$ cat src/rtl/uart_pkg.sv
// Shared UART definitions: default character width and the echo responder states.
package uart_pkg;

    localparam int UART_DATA_BITS = 8;

    typedef enum logic [1:0] {
        IDLE,
        GAP,
        SEND,
        WAIT_DONE
    } echo_state_t;

endpackage : uart_pkg

$ cat src/rtl/sync_fifo.sv
// Single-clock FIFO with combinational head read. A push is still accepted
// when full provided a pop happens on the same edge.
module sync_fifo
    import uart_pkg::*;
#(
    parameter int WIDTH = UART_DATA_BITS,
    parameter int DEPTH = 16
) (
    input  logic                     clk,
    input  logic                     nrst_in,
    input  logic                     push,
    input  logic [WIDTH-1:0]         push_data,
    input  logic                     pop,
    output logic [WIDTH-1:0]         head_data,
    output logic [$clog2(DEPTH):0]   count,
    output logic                     full,
    output logic                     empty
);

    localparam int AW = $clog2(DEPTH);

    logic [WIDTH-1:0] r_mem [DEPTH];
    logic [AW-1:0]    r_wr_ptr;
    logic [AW-1:0]    r_rd_ptr;
    logic [AW:0]      r_count;
    logic             w_push_ok;
    logic             w_pop_ok;

    // When full, the slot being written is the one being popped, so both can proceed.
    assign w_push_ok = push && (!full || pop);
    assign w_pop_ok  = pop && !empty;

    assign full      = (r_count == (AW+1)'(DEPTH));
    assign empty     = (r_count == '0);
    assign count     = r_count;
    assign head_data = r_mem[r_rd_ptr];

    // Storage write.
    // NOTE: the data array has no reset; occupancy is tracked by the pointers and count, so stale contents are never read.
    always_ff @(posedge clk) begin
        if (w_push_ok) begin
            r_mem[r_wr_ptr] <= push_data;
        end
    end

    // Pointers wrap naturally at DEPTH (a power of two); count tracks occupancy.
    // NOTE: non-blocking assignments keep every register sampling pre-edge values, avoiding simulation races.
    always_ff @(posedge clk or negedge nrst_in) begin
        if (!nrst_in) begin
            r_wr_ptr <= '0;
            r_rd_ptr <= '0;
            r_count  <= '0;
        end else begin
            if (w_push_ok) r_wr_ptr <= r_wr_ptr + 1'b1;
            if (w_pop_ok)  r_rd_ptr <= r_rd_ptr + 1'b1;
            case ({w_push_ok, w_pop_ok})
                2'b10:   r_count <= r_count + 1'b1;
                2'b01:   r_count <= r_count - 1'b1;
                default: r_count <= r_count;
            endcase
        end
    end

endmodule : sync_fifo

$ cat src/rtl/uart_echo.sv
// Echo responder: buffers received characters and offers each one back to the
// transmitter after an idle gap, holding the request until the stop bit ends.
module uart_echo
    import uart_pkg::*;
#(
    parameter int DATA_BITS  = UART_DATA_BITS,
    parameter int FIFO_DEPTH = 16,
    parameter int GAP_CYCLES = 100
) (
    input  logic                          clk,
    input  logic                          nrst_in,
    input  logic [DATA_BITS-1:0]          rx_data_in,
    input  logic                          rx_data_rdy_in,
    output logic [DATA_BITS-1:0]          tx_data_out,
    output logic                          tx_data_rdy_out,
    input  logic                          tx_done_in,
    output logic [$clog2(FIFO_DEPTH):0]   fifo_count_out,
    output logic                          overflow_out
);

    localparam int GW = (GAP_CYCLES > 1) ? $clog2(GAP_CYCLES) : 1;
    localparam logic [GW-1:0] GAP_LAST = GW'((GAP_CYCLES > 0) ? GAP_CYCLES - 1 : 0);
    // With no gap the machine goes straight to SEND wherever it would enter GAP.
    localparam echo_state_t PRE_SEND = (GAP_CYCLES == 0) ? SEND : GAP;

    logic                        r_rx_rdy_d;
    logic                        w_push;
    logic                        w_pop;
    logic                        w_more;
    logic [DATA_BITS-1:0]        w_head;
    logic [$clog2(FIFO_DEPTH):0] w_count;
    logic                        w_full;
    logic                        w_empty;
    echo_state_t                 r_state;
    echo_state_t                 w_state_next;
    logic [GW-1:0]               r_gap_cnt;
    logic [DATA_BITS-1:0]        r_tx_data;
    logic                        r_tx_rdy;
    logic                        r_overflow;

    assign w_push = rx_data_rdy_in && !r_rx_rdy_d;
    assign w_pop  = (r_state == WAIT_DONE) && tx_done_in;
    // Occupancy after this edge's pop, counting a push landing on the same edge.
    assign w_more = (w_count > 1) || w_push;

    sync_fifo #(
        .WIDTH (DATA_BITS),
        .DEPTH (FIFO_DEPTH)
    ) u_fifo (
        .clk       (clk),
        .nrst_in   (nrst_in),
        .push      (w_push),
        .push_data (rx_data_in),
        .pop       (w_pop),
        .head_data (w_head),
        .count     (w_count),
        .full      (w_full),
        .empty     (w_empty)
    );

    // Registered copy of the receive-valid line for rising-edge detection.
    always_ff @(posedge clk or negedge nrst_in) begin
        if (!nrst_in) r_rx_rdy_d <= 1'b0;
        else          r_rx_rdy_d <= rx_data_rdy_in;
    end

    // Echo state register.
    always_ff @(posedge clk or negedge nrst_in) begin
        if (!nrst_in) r_state <= IDLE;
        else          r_state <= w_state_next;
    end

    // Next-state decode.
    // NOTE: the default assignment first means every path assigns w_state_next, so no latch is inferred.
    always_comb begin
        w_state_next = r_state;
        case (r_state)
            IDLE:      if (!w_empty) w_state_next = PRE_SEND;
            GAP:       if (r_gap_cnt == GAP_LAST) w_state_next = SEND;
            SEND:      w_state_next = WAIT_DONE;
            WAIT_DONE: if (tx_done_in) w_state_next = w_more ? PRE_SEND : IDLE;
            default:   w_state_next = IDLE;
        endcase
    end

    // Gap counter runs only while staying in GAP, and is zero on every entry.
    always_ff @(posedge clk or negedge nrst_in) begin
        if (!nrst_in)                                     r_gap_cnt <= '0;
        else if (r_state == GAP && w_state_next == GAP)   r_gap_cnt <= r_gap_cnt + 1'b1;
        else                                              r_gap_cnt <= '0;
    end

    // Transmit request: load the head in SEND, hold it until the stop bit completes.
    always_ff @(posedge clk or negedge nrst_in) begin
        if (!nrst_in) begin
            r_tx_data <= '0;
            r_tx_rdy  <= 1'b0;
        end else if (r_state == SEND) begin
            r_tx_data <= w_head;
            r_tx_rdy  <= 1'b1;
        end else if (w_pop) begin
            r_tx_rdy  <= 1'b0;
        end
    end

    // Sticky drop flag: a push into a full FIFO with no pop to make room.
    always_ff @(posedge clk or negedge nrst_in) begin
        if (!nrst_in)                          r_overflow <= 1'b0;
        else if (w_push && w_full && !w_pop)   r_overflow <= 1'b1;
    end

    assign tx_data_out     = r_tx_data;
    assign tx_data_rdy_out = r_tx_rdy;
    assign fifo_count_out  = w_count;
    assign overflow_out    = r_overflow;

endmodule : uart_echo

$ cat config.mk
export PLATFORM = sky130hd
export DESIGN_NAME = uart_echo
export DESIGN_NICKNAME = d
export VERILOG_FILES = /design/src/rtl/uart_pkg.sv /design/src/rtl/sync_fifo.sv /design/src/rtl/uart_echo.sv
export SDC_FILE = /design/constraint.sdc
export NUM_CORES = 1
export LEC_CHECK = 0
export CORE_MARGIN = 2
export CORE_UTILIZATION = 62
export CTS_BUF_LIST = sky130_fd_sc_hd__clkbuf_4 sky130_fd_sc_hd__clkbuf_8
export CTS_CLUSTER_SIZE = 40
export DETAILED_ROUTE_END_ITERATION = 12
export GPL_ROUTABILITY_DRIVEN = 0
export GPL_TIMING_DRIVEN = 1
export PLACE_DENSITY_LB_ADDON = 0.15
export SLEW_MARGIN = 20
export SYNTH_ARGS = -nofsm -noshare
export SYNTH_HDL_FRONTEND = slang
export SYNTH_SLANG_ARGS = --single-unit
$ cat constraint.sdc
create_clock -name clk -period 4.6 [get_ports clk]
set_clock_uncertainty 0.2 [all_clocks]
set_input_delay 1.38 -clock clk [delete_from_list [all_inputs] [get_ports clk]]
set_output_delay 1.38 -clock clk [all_outputs]
set_load 0.005 [all_outputs]
# Word-level counts from Yosys, hierarchy flattened
# Memories as Yosys holds them, arrays and structs flattened. A register that Yosys moved wholly into a read port is not among the register bits.
# Index checks and enable logic that the tools add are counted.
dict set report totals {
  output_inout_bits 15
  regBits 25
  mem_bits_rw 128
  n_memories 1
}
dict set report op_classes {
  n_addsub 5
  mux 11
  eq_ne 8
  n_reduce_logical 18
  n_lt_le_gt_ge 1
}
# name words word_bits rd rd_ports_with_merged_regs write_ports line_no
set mem_list {}
lappend mem_list {u_fifo.r_mem 16 8 1 1 1 sync_fifo.sv:22} ;# logic [WIDTH-1:0] r_mem [DEPTH];
# cell n
set op_table {}
lappend op_table {{5-bit case mux with 2 select lines} 1}
lappend op_table {{4-bit by 1-bit adder with 4-bit output (second input constant)} 2}
lappend op_table {{2-bit case mux with 4 select lines} 1}
lappend op_table {{7-bit by 1-bit adder with 7-bit output (second input constant)} 1}
lappend op_table {{7-bit equality test (second input constant)} 1}
lappend op_table {{1-bit logical AND} 7}
lappend op_table {{7-bit two-way mux} 1}
lappend op_table {{2-bit by 1-bit equality test with 1-bit output (second input constant)} 3}
lappend op_table {{2-bit equality test (second input constant)} 3}
lappend op_table {{2-bit two-way mux} 3}
lappend op_table {{5-bit by 1-bit adder with 5-bit output (second input constant)} 1}
lappend op_table {{5-bit equality test (second input constant)} 1}
lappend op_table {{5-bit by 1-bit > comparator with 1-bit output (second input constant)} 1}
lappend op_table {{1-bit logical NOT} 5}
lappend op_table {{5-bit logical NOT} 1}
lappend op_table {{1-bit two-way mux} 5}
lappend op_table {{5-bit by 1-bit subtractor with 5-bit output (second input constant)} 1}
lappend op_table {{2-bit nonzero test} 2}
lappend op_table {{2-bit logical NOT} 1}
lappend op_table {{1-bit logical OR} 2}

# Longest topological paths before layout
# Gate-level depths: netlist of run 1.
dict set report logic_depth {
  ltp_word 9
  mapped_depth 10
  mapped_depth_nobuf 10
}

# Cells and area by module
# Synthesis of run 1 repeated with hierarchy kept, for this count alone.
dict set report unflattened {
  cells_unflattened 396
  area_unflattened_um2 6658.9
}
# mod seq_area_each_um2 area_each_um2 instances cells_per_inst
set modules_own_cells {}
lappend modules_own_cells {sync_fifo 4169.0 5811.8 1 327}
lappend modules_own_cells {uart_echo 500.5 847.1 1 69}

# Worst setup path after synthesis of run 1
# Ideal clock, no wire load.
dict set report synth_path {
  kind {input -> register}
  from {in rx_data_rdy_in}
  to {mem u_fifo.r_mem[0][0] (netlist bit), enable pin}
  slack_ns 1.389
  required_ns 4.005
  n_path_buf 0
  path_stages 4
  setup_time_ns 0.395
  arrival_ns 2.616
  path_cell_list {nand2b_1 -> a21oi_4 -> inv_4 -> nor4_1}
}
dict set report synth_between {
  elab_chain_cells 4
}
# element line_no
set synth_lines {}
lappend synth_lines {{from (decl)} uart_echo.sv:13} ;# input logic rx_data_rdy_in,
lappend synth_lines {{1-bit logical AND} uart_echo.sv:41} ;# assign w_push = rx_data_rdy_in && !r_rx_rdy_d;
lappend synth_lines {{1-bit logical AND} sync_fifo.sv:30} ;# assign w_push_ok = push && (!full || pop);
lappend synth_lines {{1-bit two-way mux} sync_fifo.sv:41} ;# if (w_push_ok) begin
lappend synth_lines {{1-bit two-way mux (not written as such)} sync_fifo.sv:42} ;# r_mem[r_wr_ptr] <= push_data;
lappend synth_lines {{to (decl)} sync_fifo.sv:22}
# No other way between the ends.

# Final worst setup path of run 1
dict set report layout_path {
  from {in tx_done_in}
  to {reg u_fifo.r_count[4] (netlist: u_fifo.count[4])}
}
dict set report layout_between {
  elab_cells_between_ends 8
  classes_between {eq/ne (2); mux (1); reduce/logical (5)}
}
# element line_no
set layout_rtl {}
lappend layout_rtl {{from (decl)} uart_echo.sv:16} ;# input logic tx_done_in,
lappend layout_rtl {{1-bit logical AND (*)} uart_echo.sv:42} ;# assign w_pop = (r_state == WAIT_DONE) && tx_done_in;
lappend layout_rtl {{1-bit logical AND (*)} sync_fifo.sv:31} ;# assign w_pop_ok = pop && !empty;
lappend layout_rtl {{net u_fifo.w_pop_ok} sync_fifo.sv:27} ;# logic w_pop_ok;
lappend layout_rtl {{2-bit by 1-bit equality test with 1-bit output / 2-bit equality test (equally long branches)} sync_fifo.sv:56} ;# case ({w_push_ok, w_pop_ok})
lappend layout_rtl {{5-bit case mux with 2 select lines / 2-bit nonzero test (equally long branches)} --}
lappend layout_rtl {{to (signal assigned)} sync_fifo.sv:57} ;# 2'b10: r_count <= r_count + 1'b1;
lappend layout_rtl {{to (signal assigned)} sync_fifo.sv:58} ;# 2'b01: r_count <= r_count - 1'b1;
lappend layout_rtl {{to (signal assigned)} sync_fifo.sv:59} ;# default: r_count <= r_count;
lappend layout_rtl {{to (decl)} sync_fifo.sv:25} ;# logic [AW:0] r_count;
# Mark *: on every way through the listed nets, which the timed path passes. The rest lies on a longest branch.
# A chain may end at the register's enable or synchronous reset.

==> impl_results.rst, run 1 <==
.. list-table::
   :header-rows: 1

   * - Metric
     - Value
   * - Worst Max-Slew Pin Slew
     - 1136 ps
   * - Critical path endpoint category
     - flop
   * - Number of max-cap violations
     - 0
   * - Relative slew slack
     - 23.97%
   * - Worst-case reg-to-reg path depth
     - 10
   * - TritonCTS clock tree
     - built
   * - Routed wire length on met3
     - 903 um
   * - Initial Util
     - 64.19%
   * - Worst hold margin
     - 264.3 ps
   * - Sum Neg Setup Slack
     - 0 ps
   * - Synthesized flop and latch total
     - 161
   * - Library cell occupying the most area in the post-synthesis netlist
     - edfxtp_1
   * - Synthesis-to-finish area growth
     - 11.92%
   * - Share of the yosys chip area belonging to registers
     - 70.15%
   * - Final-layout fill cell count
     - 703
   * - Share of final-layout standard cells stronger than drive strength 1
     - 9.897%
   * - Clock latency at the later pin of the worst-skew pair
     - 440 ps
   * - Setup fix buffers added after clock tree synthesis
     - 0
   * - Inserted Diodes
     - 0
   * - Number of top-level pins
     - 27
   * - Required time of the critical path
     - 4760 ps
   * - Worst Path Max Fanout
     - 6
   * - Row cnt
     - 37
   * - Largest net degree at the start of global routing
     - 68
   * - Synthesized area divided by synthesized cell count
     - 15.09 sq um
   * - Detailed router's first-iteration violation count
     - 445
   * - Leakage component of the power
     - 0.002547 uW
   * - Count of distinct cell types in the synthesized netlist
     - 40
   * - Area fraction of the dominant cell type after synthesis
     - 57.74%
   * - Worst hold-check path type
     - reg -> reg
   * - Number of hold-repair buffers added at the cts stage
     - 0
   * - Highest metal layer used by the detailed router
     - met4
   * - Clock period minus worst slack
     - 3279 ps
   * - Detailed-router iteration count before antenna repair
     - 5
   * - Post-DP HPWL
     - 8.616 mm
   * - H-tree depth
     - 4
   * - Clock root buffer master
     - clkbuf_8
   * - Number of global-route vias before repair
     - 3702
   * - Number of hold violations in the final report
     - 0
   * - Data arrival time of the worst path
     - 3440 ps
   * - Peak ir drop on the vdd network
     - 224.2 uV
   * - Cell depth of the worst hold path
     - 1
   * - Total DRC errors in the routed layout
     - 0
   * - Clock sinks
     - 161
   * - First-pass GRT wire length
     - 20.58 mm
   * - FMAX
     - 0.3050 GHz
   * - Power per standard cell area
     - 423.0 nW/um^2
   * - Unrepaired setup endpoints after global routing
     - false
   * - All-layer global routing usage
     - 24.85%
   * - Cell class contributing the biggest share of worst-path delay
     - simple AND/OR/NAND/NOR gates
   * - Buffering stage count on the worst path with inverters included
     - 1
   * - Leading cell type in the layout, fill and taps excluded
     - edfxtp_1
   * - Worst reg2reg endpoint
     - u_fifo.count[4]
   * - Wirelength per Cell
     - 21.25 um
   * - Post-CTS sizing
     - 0
   * - Kind of start point of the critical path
     - primary input
   * - Clock transition at path regs
     - 80 ps
   * - Warning count from the yosys run
     - 0
   * - Die width
     - 107.6 um
   * - Via-to-Cell Ratio
     - 6.042
   * - Largest cells by area after synthesis
     - edfxtp_1 (58%), dfrtp_1 (12%), mux2i_1 (9.6%)
   * - Crit Reg-Reg Startpoint
     - u_fifo.count[0]
   * - Cell type of the slowest stage on the worst timing path
     - clkdlybuf4s50_1
   * - Die Outline Area
     - 11580 sq um
   * - Kind of critical path
     - in -> reg
   * - Worst-case register-to-register setup slack
     - 1860 ps
   * - Die boundary height
     - 107.6 um
   * - Final routed wirelength across all metal layers
     - 13.20 mm
   * - Initial antenna violation count
     - 0
   * - Port-buffer cells
     - 26
   * - Total length of routed met2 wires
     - 6.446 mm
   * - WHS Endpoint
     - r_gap_cnt[0]
   * - Clock buffers created by TritonCTS
     - 17
   * - Tcrit/Tclk final
     - 71.28%
   * - Mapped Area
     - 6656 sq um
   * - Cell-by-cell listing of the critical path
     - clkdlybuf4s50_1 > nand3_4 > nor2_1 > ha_1 > nand2_1 > or3_1 > a21oi_1 > xor2_1
   * - Via total after detailed routing
     - 3752
   * - Result of the run
     - finished, final reports clean
   * - Wire length on met1
     - 5.643 mm
   * - Max Transition Viols Final
     - 0
   * - Worst setup startpoint
     - tx_done_in
   * - Final count of negative-setup-slack endpoints
     - 0
   * - Final nets
     - 495
   * - Remaining number of nets flagged by the antenna check after routing
     - 0
   * - Placeable core area
     - 10370 sq um
   * - Gate count after technology mapping
     - 441
   * - Congestion Overflow GR
     - 0
   * - Commonest non-fill, non-tap cells in the layout
     - edfxtp_1 (128), mux2i_1 (64), nand2_1 (33)
   * - Delay of the slowest critical-path stage
     - 500 ps
   * - Hold path startpoint
     - r_gap_cnt[0]
   * - Post-synthesis net count
     - 464
   * - Clock tree buffer depth
     - 2
[worst register-to-register path, cell delays in order (launching register included)]
cell      delay, ps
dfrtp_1         480
inv_1           130
ha_1            170
nor4bb_4        390
a21oi_4         150
inv_4           140
ha_1            270
nand2_1          90
or3_1           310
a21oi_1         180
xor2_1          150
[how the worst max path moves through the flow]
stage / slack (ps) / cells after the start / to
finish: 1320 / 8 / u_fifo.count[4]
global route: 1210 / 8 / u_fifo.count[4]
CTS: 1370 / 8 / u_fifo.count[4]
detailed placement: 890 / 8 / u_fifo.count[4]
global placement: 970 / 8 / u_fifo.count[4]
floorplan: 1390 / 4 / u_fifo.r_mem[0][0]
[report_power, final]
part | switching, uW | internal [uW]
sequential | 102 | 1670
combinational | 183 | 154
clock | 485 | 556
total | 770 | 2380
[routing by layer]
metal,GRT usage [%],vias up
met2,38.32,142
met5,0,-
met4,8.333,0
met1,35.10,1882
met3,6.235,27
li1,-,1701
[flip-flops by register name, summed over array words and instances (netlist names)]
register,cells
tx_data_out,8
overflow_out,1
u_fifo.r_mem,128
r_state,2
r_gap_cnt,7
tx_data_rdy_out,1
u_fifo.r_rd_ptr,4
u_fifo.r_wr_ptr,4
u_fifo.count,5
r_rx_rdy_d,1
[cells by family after synthesis]
group | share of synthesized area [%]
simple gates | 9.267
mux | 9.793
buf+inv | 2.444
fa+ha+maj | 2.068
flops | 70.15
compound gates | 4.173
xor+xnor | 2.105
[synthesized netlist by cell type, drive strengths merged]
library cell / instances
edfxtp: 128
mux2i: 64
dfrtp: 33
nand2: 33
nand3: 28
a21oi: 21
nor2: 17
a22oi: 16
buf: 13
inv: 12
ha: 11
and2: 9
xnor2: 9
clkbuf: 7
xor2: 7
nor4: 4
nand3b: 3
nand4b: 3
and3: 2
nand2b: 2
nor2b: 2
nor3: 2
nor3b: 2
o21ai: 2
or3: 2
a21boi: 1
mux2: 1
nand4: 1
nor4b: 1
nor4bb: 1
o21a: 1
o21bai: 1
o32ai: 1
or3b: 1
[area by class of cell]
class,instances,area [sq um],share of cell area (%)
Timing Repair Buffer,32,325.3,4.367
Tap cell,136,170.2,2.284
Sequential cell,161,4673,62.73
Clock buffer,20,262.8,3.527
Clock inverter,12,141.4,1.898
Inverter,12,47.55,0.6382
Multi-Input combinational cell,248,1829,24.55
[metrics by stage]
| stage | power, uW | std cells | area (sq um) | worst slack (ps) | util [%] |
|---|---|---|---|---|---|
| 6_report | 3151 | 621 | 7450 | 1321 | 71.84 |
| 5_1_grt | 3274 | 621 | 7450 | 1211 | 71.84 |
| 4_1_cts | 3162 | 620 | 7417 | 1374 | 71.53 |
| 3_5_place_dp | 2140 | 588 | 7013 | 889.4 | 67.63 |
| 3_3_place_gp | 2133 | 588 | 7013 | 965.7 | 67.63 |
| 2_1_floorplan | 1968 | 441 | 6656 | 1389 | - |
No activity file was read; power rests on OpenSTA's default activity.
==> run 2: changes to the inputs <==
--- a/config.mk
+++ b/config.mk
@@ -6,7 +6,7 @@
 export NUM_CORES = 1
 export LEC_CHECK = 0
 export CORE_MARGIN = 2
-export CORE_UTILIZATION = 62
+export CORE_UTILIZATION = 57
 export CTS_BUF_LIST = sky130_fd_sc_hd__clkbuf_4 sky130_fd_sc_hd__clkbuf_8
 export CTS_CLUSTER_SIZE = 40
 export DETAILED_ROUTE_END_ITERATION = 12
==> constraint.sdc (replaced) <==
create_clock -name clk -period 3 [get_ports clk]
set_clock_uncertainty 0.2 [all_clocks]
set_input_delay 0.9 -clock clk [delete_from_list [all_inputs] [get_ports clk]]
set_output_delay 0.9 -clock clk [all_outputs]
set_load 0.005 [all_outputs]
==> run 2 against run 1 <==
Final cell count rose by 3.9%. Utilization fell by 4.8 points. Worst setup slack got worse by 1000 ps. Cell area rose by 2.8%. Wire length fell by 0.48%. Combinational power rose by 59%. Global-route usage fell by 2.3 points. Sequential power rose by 54%. Sequential cell count did not move. Power rose by 54%. Clock power rose by 55%. First-iteration DRC count fell by 27%. Largest cell class unchanged.
==> impl_results.rst, run 2 (synthesis results as in run 1) <==
.. list-table::
   :header-rows: 1

   * - Metric
     - Value
   * - Result of the run
     - finished, final reports clean (unchanged)
   * - Net Sw Frac
     - 23.88% (was 24.43%)
   * - Unrepaired setup endpoints after global routing
     - false (unchanged)
   * - Final worst slack
     - 294.9 ps (was 1321 ps)
   * - Largest reg by FF count
     - u_fifo.r_mem (unchanged)
   * - Clock transition at path regs
     - 80 ps (about the same)
   * - Part of the power in the clock network
     - 33.1% (was 33.0%)
   * - Post-CTS sizing
     - 0 (unchanged)
   * - Detailed-router iteration count before antenna repair
     - 4 (was 5)
   * - Worst Path Max Fanout
     - 9 (was 6)
   * - Worst hold-check path type
     - reg -> reg (unchanged)
   * - Synthesis-to-finish area growth
     - 15.06% (was 11.92%)
   * - Share of final-layout standard cells stronger than drive strength 1
     - 12.75% (was 9.897%)
   * - Final count of negative-setup-slack endpoints
     - 0 (unchanged)
   * - Cell depth of the worst hold path
     - 1 (unchanged)
   * - Cell-by-cell listing of the critical path
     - clkdlybuf4s50_1 (was clkdlybuf4s50_1 > nand3_4 > nor2_1 > ha_1 > nand2_1 > or3_1 > a21oi_1 > xor2_1)
   * - FMAX
     - 0.3697 GHz
   * - Die boundary height
     - 112.1 um (was 107.6 um)
   * - Die Outline Area
     - 12560 sq um (was 11580 sq um)
   * - Power per standard cell area
     - 634.9 nW/um^2 (was 423.0 nW/um^2)
   * - Final-layout fill cell count
     - 773 (was 703)
   * - Initial antenna violation count
     - 0 (unchanged)
   * - Required time of the critical path
     - 1900 ps (was 4760 ps)
   * - H-tree depth
     - 4 (unchanged)
   * - Number of hold-repair buffers added at the cts stage
     - 0 (unchanged)
   * - Placeable core area
     - 11420 sq um (was 10370 sq um)
   * - Die width
     - 112.1 um (was 107.6 um)
   * - Kind of critical path
     - reg -> out (was in -> reg)
   * - Via total after detailed routing
     - 3621 (was 3752)
   * - Leading cell type in the layout, fill and taps excluded
     - edfxtp_1 (unchanged)
   * - Sum Neg Setup Slack
     - 0 ps (unchanged)
   * - Via-to-Cell Ratio
     - 5.614 (was 6.042)
   * - Initial Util
     - 58.29% (was 64.19%)
   * - Total DRC errors in the routed layout
     - 0 (unchanged)
   * - Number of global-route vias before repair
     - 3775 (was 3702)
   * - Cell type of the slowest stage on the worst timing path
     - clkdlybuf4s50_1 (unchanged)
   * - Kind of start point of the critical path
     - flop (was primary input)
   * - Standard cell area after detailed placement
     - 7244 sq um (was 7013 sq um)
   * - Commonest non-fill, non-tap cells in the layout
     - edfxtp_1 (128), mux2i_1 (64), nand2_1 (33) (unchanged)
   * - Detailed router's first-iteration violation count
     - 327 (was 445)
   * - Clock buffers created by TritonCTS
     - 17 (unchanged)
   * - Leakage component of the power
     - 0.002654 uW (was 0.002547 uW)
   * - All-layer global routing usage
     - 22.54% (was 24.85%)
   * - Internal Power
     - 3701 uW (was 2381 uW)
   * - Clock root buffer master
     - clkbuf_8 (unchanged)
   * - Tcrit/Tclk final
     - 90.17%
   * - Fin util
     - 67.07% (was 71.84%)
   * - Inserted Diodes
     - 0 (unchanged)
   * - TritonCTS clock tree
     - built (unchanged)
   * - Number of top-level pins
     - 27 (unchanged)
   * - Worst-case reg-to-reg path depth
     - 10 (unchanged)
   * - Non-Filler Cell Area, Final
     - 7659 sq um (was 7450 sq um)
   * - Remaining number of nets flagged by the antenna check after routing
     - 0 (unchanged)
   * - Number of flip-flops under the largest register name
     - 128 (unchanged)
   * - Post-DP HPWL
     - 8.734 mm (was 8.616 mm)
   * - Clock tree buffer depth
     - 2 (unchanged)
   * - First-pass GRT wire length
     - 20.70 mm (was 20.58 mm)
   * - Combinational fraction of design power
     - 11.0% (was 10.7%)
   * - Flop pwr share
     - 55.9% (was 56.3%)
   * - Final nets
     - 512 (was 495)
   * - Clock latency at the later pin of the worst-skew pair
     - 450 ps (was 440 ps)
   * - Worst Max-Slew Pin Slew
     - 766.6 ps (was 1136 ps)
   * - Clock period minus worst slack
     - 2705 ps
   * - Number of hold violations in the final report
     - 0 (unchanged)
   * - Worst slack, placed
     - 49.70 ps (was 889.4 ps)
   * - Relative slew slack
     - 48.73% (was 23.97%)
   * - Number of max-cap violations
     - 0 (unchanged)
   * - Max Transition Viols Final
     - 0 (unchanged)
   * - Buffering stage count on the worst path with inverters included
     - 1 (unchanged)
   * - Setup fix buffers added after clock tree synthesis
     - 0 (unchanged)
   * - Congestion Overflow GR
     - 0 (unchanged)
   * - P_sw
     - 1161 uW (was 769.8 uW)
   * - Number of cells on the critical path
     - 1 (was 8)
   * - Critical path endpoint category
     - output port (was flop)
   * - Clock sinks
     - 161 (unchanged)
   * - Cell class contributing the biggest share of worst-path delay
     - buffers and inverters (was simple AND/OR/NAND/NOR gates)
   * - Row cnt
     - 39 (was 37)
   * - Delay of the slowest critical-path stage
     - 580 ps (was 500 ps)
   * - Port-buffer cells
     - 26 (unchanged)
   * - Wirelength per Cell
     - 20.36 um (was 21.25 um)
   * - Data arrival time of the worst path
     - 1610 ps (was 3440 ps)
   * - Largest net degree at the start of global routing
     - 40 (was 68)
   * - Peak ir drop on the vdd network
     - 443.2 uV (was 224.2 uV)
   * - Final routed wirelength across all metal layers
     - 13.14 mm (was 13.20 mm)
==> run 2: worst register-to-register path, delay by kind of cell (launching register included) <==
| kind | cells | cell delay (ps) |
|---|---|---|
| AND/OR/NAND/NOR | 3 | 760 |
| flip-flops | 1 | 470 |
| adder cells (fa/ha/maj) | 2 | 350 |
| AO/OA/AOI/OAI | 2 | 280 |
| buffers and inverters | 2 | 240 |
| XOR/XNOR | 1 | 150 |
==> run 2: area by class of cell <==
cell class / count / area (sq um) / share of cell area, %
Sequential cell: 161 / 4673 / 61.02
Multi-Input combinational cell: 248 / 1824 / 23.82
Timing Repair Buffer: 49 / 520.5 / 6.796
Clock buffer: 22 / 277.8 / 3.627
Tap cell: 143 / 178.9 / 2.336
Clock inverter: 10 / 136.4 / 1.781
Inverter: 12 / 47.55 / 0.6208
==> run 2: power groups by stage <==
stage          Sequential, uW  Clock (uW)  Combinational, uW
3_3_place_gp             2750           0                534
2_1_floorplan            2690           0                330
3_5_place_dp             2760           0                539
6_report                 2720        1610                535
4_1_cts                  2710        1630                544
5_1_grt                  2730        1730                591
==> run 2: per-stage QoR <==
| step | total power, uW | hold slack [ps] | std cells |
|---|---|---|---|
| after global routing | 5056 | 281.6 | 645 |
| after CTS | 4892 | 259.3 | 645 |
| after floorplan | 3018 | 225.1 | 441 |
| after detailed placement | 3302 | 249.7 | 613 |
| after global placement | 3287 | 242.1 | 613 |
| final | 4862 | 253.5 | 645 |
==> run 2: metal layers <==
metal	vias to the layer above	share of wire [%]	global-route usage [%]
met5	-	0	0
met4	0	2.4	8.862
met3	23	5.9	6.102
met2	101	50	35.68
met1	1765	42	30.30
li1	1732	-	-
==> run 2: path summary, 6_finish.rpt <==
path                                  from                  to  slack (ps)
min                           r_gap_cnt[0]        r_gap_cnt[0]         250
min in group asynchronous          nrst_in     u_fifo.count[3]         650
max                        u_fifo.count[2]   fifo_count_out[2]         290
max in group asynchronous          nrst_in  u_fifo.r_rd_ptr[0]        1600
max reg2reg                u_fifo.count[0]     u_fifo.count[4]         490
min reg2reg                   r_gap_cnt[0]        r_gap_cnt[0]         250
==> run 3: changes to the inputs <==
--- a/config.mk
+++ b/config.mk
@@ -8,6 +8,7 @@
 export CORE_MARGIN = 2
 export CORE_UTILIZATION = 57
 export CTS_BUF_LIST = sky130_fd_sc_hd__clkbuf_4 sky130_fd_sc_hd__clkbuf_8
+export CTS_CLUSTER_DIAMETER = 30
 export CTS_CLUSTER_SIZE = 40
 export DETAILED_ROUTE_END_ITERATION = 12
 export GPL_ROUTABILITY_DRIVEN = 0
==> results of run 3 <==
The final DEF is identical to that of run 2; final timing and power are the same.
==> variant, RTL diff (config.mk and constraints of run 3) <==
Compare `r_count` against `(AW+1)'(DEPTH)` with >= in place of ==.
--- a/src/rtl/sync_fifo.sv
+++ b/src/rtl/sync_fifo.sv
@@ -32,3 +32,3 @@
 
-    assign full      = (r_count == (AW+1)'(DEPTH));
+    assign full      = (r_count >= (AW+1)'(DEPTH));
     assign empty     = (r_count == '0);
Function: same outputs for any inputs over 10 cycles, from zero or initial values and one cycle with nrst_in low; that may be too few to reach the edited logic, so the function may still have changed.
==> variant against run 3 <==
Core utilization is 1.2 points lower; cell area fell by 2.6%; sequential power grew 5%; total power rose by 8.8%; register-to-register slack improved by 0.34 ns; sequential share of layout area up 1.6 points; worst setup slack better by 0.15 ns; sequential cell count did not move; routed wire length fell by 6.2%; combinational power rose by 84%; first-iteration DRC count down 15%; area after synthesis decreased by 1.4%.
==> variant: results <==
[place]
hpwlAfterDp_mm = 8.04
place_worst_setup_slack_ns = 0.107

[grt]
use_met2_pct = 33.5
global_route.usage.met3_pct = 5.30
gr-usage-all-layers_pct = 21.0
grt_start_max_net_pins = 36
grt_pass1_wl_mm = 19.3
grt_util_met1_pct = 28.3

[cts]
post_cts_resize_count = 0

[yosys]
synth.lib_cells_used.distinct = 35
synth_seq_area_share_pct = 71.2
most_area_consuming_cells_after_synthesis = sky130_fd_sc_hd__edfxtp_1, sky130_fd_sc_hd__dfrtp_1, sky130_fd_sc_hd__mux2i_1, sky130_fd_sc_hd__a22oi_1, sky130_fd_sc_hd__nand3_1
netlist_top_cells_count = sky130_fd_sc_hd__edfxtp_1, sky130_fd_sc_hd__mux2i_1, sky130_fd_sc_hd__dfrtp_1
synth.top_cell.area_share_pct = 58.6
synth_fp_nets = 453

[critical_path]
cell_depth_of_the_worst_flop_to_flop_path = 4
critical_path.startpoint = u_fifo.count[4]
worst_reg2reg_endpoint = tx_data_out[0]
critical_path_peak_fanout = 5
worstPathArrival_ns = 1.46
critPathCapture = fifo_count_out[4]
ff2ff_setup_slack_ns = 0.83
r2r-start = r_state[0]

[cells_and_area]
final_layout_size_suffix_gt1_share_pct = 12.5
num-nets-final = 504
nClkBuffers = 17
nFlopsAndLatches = 161
multi_input_comb_cells = 245
fillCellCount = 792
bufAreaShareNonClock_pct = 6.34
nNonClkBuffers = 51
inv_count = 6

[drt]
met2RoutedLength_mm = 6.15
route.met3.wl_um = 519
maxUsedRoutingLayer = met4
drt_pass1_iterations = 5
viasPerCell = 5.71
wl_met1_mm = 5.46

[timing]
holdWs_ns = 0.273
achievable-frequency_ghz = 0.391
timing.slew.headroom_pct = 50.0

[run_status]
status = completed

[power]
clk-power_mw = 1.45
switching_share_pct = 29.0
power_mw = 5.29
power.ir.vdd_worst_mv = 0.458
seq_pwr_mw = 2.85

[min_path]
worst_hold_start = r_gap_cnt[0]
[variant: changes by cell type after synthesis, moves of 3 or more]
cell	run 3	this run
sky130_fd_sc_hd__inv_1	11	6
sky130_fd_sc_hd__a21oi_1	20	11
sky130_fd_sc_hd__a22oi_1	16	24
sky130_fd_sc_hd__nor2_1	17	26
sky130_fd_sc_hd__nand2b_1	2	5
sky130_fd_sc_hd__clkbuf_1	7	0
sky130_fd_sc_hd__nor3_1	2	6
sky130_fd_sc_hd__nor4_1	4	0
sky130_fd_sc_hd__and2_1	9	1
[variant: logic make-up after synthesis]
family                     count (synthesis)  share of synthesized area (%)
buffers and inverters                     25                           2.27
AOI/OAI and AO/OA                         43                           4.52
muxes                                     66                           10.1
DFF                                      161                           71.2
adders and majority gates                 10                           1.91
xor gates and xnor gates                  16                           2.14
and+or+nand+nor                          110                           7.90
[variant: through the flow]
stage                     area, sq um  instances
after global placement           7090        606
final                            7460        638
after detailed placement         7090        606
after CTS                        7460        638
after floorplan                  6560        431
after global routing             7460        638
